--- config.mk ---
export PLATFORM = sky130hd
export DESIGN_NAME = sevenseg_scan_ctrl
export DESIGN_NICKNAME = d
export VERILOG_FILES = /design/src/rtl/sevenseg_scan_ctrl.sv
export SDC_FILE = /design/constraint.sdc
export NUM_CORES = 1
export LEC_CHECK = 0
export BUFFER_PORTS_ARGS = -buffer_cell sky130_fd_sc_hd__buf_2
export CORE_ASPECT_RATIO = 0.5
export CORE_MARGIN = 2
export CORE_UTILIZATION = 45
export DETAILED_ROUTE_END_ITERATION = 6
export PLACE_DENSITY = 0.68
export SETUP_SLACK_MARGIN = 0.2
export SYNTH_ARGS = -nofsm -noshare
export SYNTH_HDL_FRONTEND = slang
export SYNTH_SLANG_ARGS = --single-unit
export TNS_END_PERCENT = 1
--- constraint.sdc ---
create_clock -name clock -period 5.5 [get_ports clock]
set_input_delay 0.55 -clock clock [delete_from_list [all_inputs] [get_ports clock]]
set_output_delay 0.55 -clock clock [all_outputs]
set_load 0.1 [all_outputs]
--- src/rtl/sevenseg_scan_ctrl.sv ---
// Multiplexed seven-segment display scanner with per-digit register file,
// per-slot PWM brightness and registered anode/cathode/dp drive.
module sevenseg_scan_ctrl #(
  parameter int unsigned NUM_DIGITS     = 8,
  parameter int unsigned REFRESH_DIV    = 131072,
  parameter bit          SEG_ACTIVE_LOW = 1'b0,
  localparam int unsigned IW            = $clog2(NUM_DIGITS)
) (
  input  logic                  clock,
  input  logic                  reset,
  input  logic                  wr_en,
  input  logic [IW-1:0]         wr_sel,
  input  logic [3:0]            wr_data,
  input  logic                  wr_dp,
  input  logic                  wr_blank,
  input  logic [3:0]            bright,
  output logic [NUM_DIGITS-1:0] anode,
  output logic [6:0]            cathode,
  output logic                  dp,
  output logic [IW-1:0]         scan_idx,
  output logic                  frame_tick
);

  // Slot counter is kept as {sub-period index, cycle within sub-period} so
  // REFRESH_DIV only needs to be a multiple of 16, not a power of two.
  localparam int unsigned SUB_LEN = REFRESH_DIV / 16;
  localparam int unsigned SW      = (SUB_LEN > 1) ? $clog2(SUB_LEN) : 1;
  localparam logic [SW-1:0] SUB_LAST = SW'(SUB_LEN - 1);
  localparam logic [IW-1:0] IDX_LAST = IW'(NUM_DIGITS - 1);
  localparam logic [6:0]    SEG_INV  = {7{SEG_ACTIVE_LOW}};

  logic [SW-1:0] sub_cnt;
  logic [3:0]    sub_idx;
  logic [3:0]    bright_latched;

  logic [3:0] digit_val   [NUM_DIGITS];
  logic       digit_dp    [NUM_DIGITS];
  logic       digit_blank [NUM_DIGITS];

  logic                  slot_start;
  logic                  sub_end;
  logic                  slot_end;
  logic                  wr_ok;
  logic [3:0]            cur_val;
  logic                  cur_dp;
  logic                  cur_blank;
  logic                  lit;
  logic [6:0]            seg;
  logic [NUM_DIGITS-1:0] anode_nxt;

  assign slot_start = (sub_cnt == '0) && (sub_idx == 4'd0);
  assign sub_end    = (sub_cnt == SUB_LAST);
  assign slot_end   = sub_end && (sub_idx == 4'hF);
  assign wr_ok      = wr_en && (32'(wr_sel) < NUM_DIGITS);

  assign cur_val   = digit_val[scan_idx];
  assign cur_dp    = digit_dp[scan_idx];
  assign cur_blank = digit_blank[scan_idx];
  assign lit       = (sub_idx <= bright_latched) && !cur_blank;

  // Slot/sub-period counters, digit index, frame pulse and brightness latch.
  always_ff @(posedge clock or posedge reset) begin
    if (reset) begin
      sub_cnt        <= '0;
      sub_idx        <= 4'd0;
      scan_idx       <= '0;
      frame_tick     <= 1'b0;
      bright_latched <= 4'hF;
    end else begin
      frame_tick <= 1'b0;
      if (slot_start) begin
        bright_latched <= bright;
      end
      if (sub_end) begin
        sub_cnt <= '0;
        sub_idx <= sub_idx + 4'd1;
      end else begin
        sub_cnt <= sub_cnt + SW'(1);
      end
      if (slot_end) begin
        if (scan_idx == IDX_LAST) begin
          scan_idx   <= '0;
          frame_tick <= 1'b1;
        end else begin
          scan_idx <= scan_idx + IW'(1);
        end
      end
    end
  end

  // Digit register file; out-of-range selects are dropped.
  always_ff @(posedge clock or posedge reset) begin
    if (reset) begin
      for (int i = 0; i < int'(NUM_DIGITS); i++) begin
        digit_val[i]   <= 4'd0;
        digit_dp[i]    <= 1'b0;
        digit_blank[i] <= 1'b0;
      end
    end else if (wr_ok) begin
      digit_val[wr_sel]   <= wr_data;
      digit_dp[wr_sel]    <= wr_dp;
      digit_blank[wr_sel] <= wr_blank;
    end
  end

  // Hex to segment pattern {g,f,e,d,c,b,a}, active-high lit.
  always_comb begin
    seg = 7'h00;
    case (cur_val)
      4'h0: seg = 7'h3F;
      4'h1: seg = 7'h06;
      4'h2: seg = 7'h5B;
      4'h3: seg = 7'h4F;
      4'h4: seg = 7'h66;
      4'h5: seg = 7'h6D;
      4'h6: seg = 7'h7D;
      4'h7: seg = 7'h07;
      4'h8: seg = 7'h7F;
      4'h9: seg = 7'h6F;
      4'hA: seg = 7'h77;
      4'hB: seg = 7'h7C;
      4'hC: seg = 7'h39;
      4'hD: seg = 7'h5E;
      4'hE: seg = 7'h79;
      4'hF: seg = 7'h71;
      default: seg = 7'h00;
    endcase
  end

  // One-hot-low anode select for the scanned digit when lit.
  always_comb begin
    anode_nxt = '1;
    if (lit) begin
      anode_nxt[scan_idx] = 1'b0;
    end
  end

  // Registered display drive, one cycle behind the counters.
  always_ff @(posedge clock or posedge reset) begin
    if (reset) begin
      anode   <= '1;
      cathode <= SEG_INV;
      dp      <= SEG_ACTIVE_LOW;
    end else begin
      anode   <= anode_nxt;
      cathode <= (lit ? seg : 7'h00) ^ SEG_INV;
      dp      <= (lit && cur_dp) ^ SEG_ACTIVE_LOW;
    end
  end

endmodule

==> flow_metrics.tcl <==
set metrics [dict create \
    outcome "completed" \
    via_per_inst 5.31 \
    grtUsageTotal_pct 17.1 \
    gp_congestion 0.856 \
    critPathKind "reg2reg" \
    p_clk_share_pct 32.0 \
    finalSetupViolCount 0 \
    synth_area_um2 4300 \
    finish.utilization_pct 52.1 \
    dpl.hpwl_mm 5.52 \
    ys_top_cells_by_count "dfrtp_1, mux2_2, nor2_1" \
    endpoint_kind "flop" \
    clock_latency_ps 340 \
    dpl_worst_slack_ps 2840 \
    holdWs_ps 440 \
    startpoint_type "flop" \
    worstPathArrival_ps 2930 \
    clk_pin_slew_ps 60 \
    numCtsBuffers 9 \
    fin_crit_ps 2680 \
    grt_setup_unrepaired "no" \
    ys_seq_area_share_pct 52.2 \
    cts.sink_count 89 \
    ys_ff_latch 89 \
    cts_resized 0 \
    async_reset_ff_share_pct 100 \
    antenna_found_initial 0 \
    fin_ws_ps 2820 \
    place.port_buffers 35 \
    cts-root-buf "clkbuf_16" \
    synthToLayoutAreaGrowth_pct 13.3 \
    finalNonFillerCells 486 \
    ir_drop_mv 0.177 \
    post_cts_buffers 0 \
    powerDensity_nw_per_um2 374 \
    rows 25 \
    io-pin-count 36 \
    tightest_slew_ps 1300 \
    synth_area_leader_cell "dfrtp_1" \
    synth_edf_count 0 \
    hold_violations 0 \
    fp.coreArea_um2 9350 \
    synth.most_common_cell "dfrtp_1" \
    fin_crit_sh_pct 48.6 \
    synthesis.nets 355 \
    p_seq_share_pct 43.9 \
    fill_cells 768 \
    synth.area.top_cells "dfrtp_1, mux2_2, dfstp_2" \
    dieArea_um2 10400 \
    nNetsFinal 392 \
    syn_inst 323 \
    drt_iter0_markers 103 \
    cap_violations 0 \
    dr.pass1.iters 4 \
    synth_ff_type "dfrtp_1" \
    yosys_warnings 0 \
    max_freq_mhz 374 \
    power_leakage_nw 2.14 \
    worst_clock_skew_ps 8.33 \
    yosysTopAreaCellShare_pct 44.8 \
    min_path_type "in2reg" \
    dieHeight_um 73.1 \
    p_int_mw 1.24 \
    cts.htree.levels 3 \
    drc 0 \
    switching_share_pct 32.1 \
    p_comb_share_pct 24.1 \
    cp.required_ps 5750 \
    drive_above_1_share_pct 37.0 \
    p_sw_uw 584 \
    cts_tree "done" \
    wl_mm 7.97 \
    diodes 0 \
    finalSetupTns_ps 0 \
    place_inst 470 \
    final_area_um2 4870 \
    crit_fanout 23 \
    grt_pass1_vias 2633 \
    cts_hold_buf 0 \
    slew_headroom_pct 12.6 \
    drv_slew 0 \
    grt_pass1_wl_mm 13.2 \
    ys_types 51 \
    overflow 0 \
    grt_max_degree 90 \
    cts.path.max_buffers 2 \
    start_util_pct 46.0 \
    syn_area_per_cell_um2 13.3 \
    die_w_um 142 \
    ant_nets 0 \
    finalPower_mw 1.82 \
    via_count 2579 \
    place_area_um2 4580 \
    avgRoutedWirePerCell_um 16.4 \
]
layout make-up:
type,count,area [um2],share of cell area (%)
repair buffers,37,190,3.90
inverters,14,53.8,1.10
clock inverters,5,38.8,0.796
flip-flops and latches,89,2240,46.0
multi-input cells,209,1940,39.9
clock buffers,11,253,5.19
well taps,121,151,3.11
worst paths after layout:
path,slack [ps],depth (start not counted),end,startpoint
setup / recovery,2820,9,cathode[5]$_DFF_PP0_,scan_idx[2]$_DFFE_PP0P_
setup reg to reg,2820,9,cathode[5]$_DFF_PP0_,scan_idx[2]$_DFFE_PP0P_
hold reg to reg,490,1,digit_val[13]$_DFFE_PP0P_,digit_val[13]$_DFFE_PP0P_
min in group asynchronous,550,3,digit_val[3]$_DFFE_PP0P_,reset
max in group asynchronous,4260,3,digit_val[9]$_DFFE_PP0P_,reset
hold / removal,440,2,bright_latched[1]$_DFFE_PP1P_,bright[1]
layer usage:
layer | share of wire (%) | track usage (%)
met1 | 48 | 22.2
met2 | 47 | 27.2
met3 | 3.7 | 5.58
met4 | 1.8 | 6.44
met5 | 0 | 0
cell usage in the layout (no fill, tap or decap), drive strengths merged, types with 6 or more instances in the layout:
master and count:
dfstp 12, nand2 12, nand4 8, dfrtp 77
nor3b 6, xnor2 7, ha 16, buf 37
clkbuf 11, xor2 7, inv 14, nor2 23
mux2 57, nor3 6, mux2i 14, mux4 8
nand3 8
cells by family after synthesis:
kind of cell | after synthesis | synth area share (%)
compound gates | 11 | 1.78
simple gates | 89 | 12.8
flops | 89 | 52.2
mux | 79 | 23.1
buf+inv | 25 | 2.65
xor+xnor | 14 | 2.85
fa+ha+maj | 16 | 4.66
power groups by stage:
stage / combinational, mW / clock (mW) / sequential (mW)
after detailed placement: 0.441 / 0 / 0.811
final: 0.439 / 0.583 / 0.799
after floorplan: 0.210 / 0 / 0.958
after CTS: 0.442 / 0.602 / 0.799
after global placement: 0.429 / 0 / 0.806
after global routing: 0.469 / 0.630 / 0.810
state kept, by name, indices dropped and copies added, names as in the netlist:
register        cells
anode               8
bright_latched      4
cathode             7
digit_blank         8
digit_dp            8
digit_val          32
dp                  1
frame_tick          1
scan_idx            3
sub_cnt            13
sub_idx             4
worst max-delay path, cell delays in order (launching register included):
cell     delay (ps)
dfrtp_1         890
mux2_1          380
a22oi_1         140
nor2_1           70
nor3_2          330
inv_1           150
ha_1            260
mux2i_1         160
nor2_1           50
nor3_1          150
No activity file was read; power rests on OpenSTA's default activity.
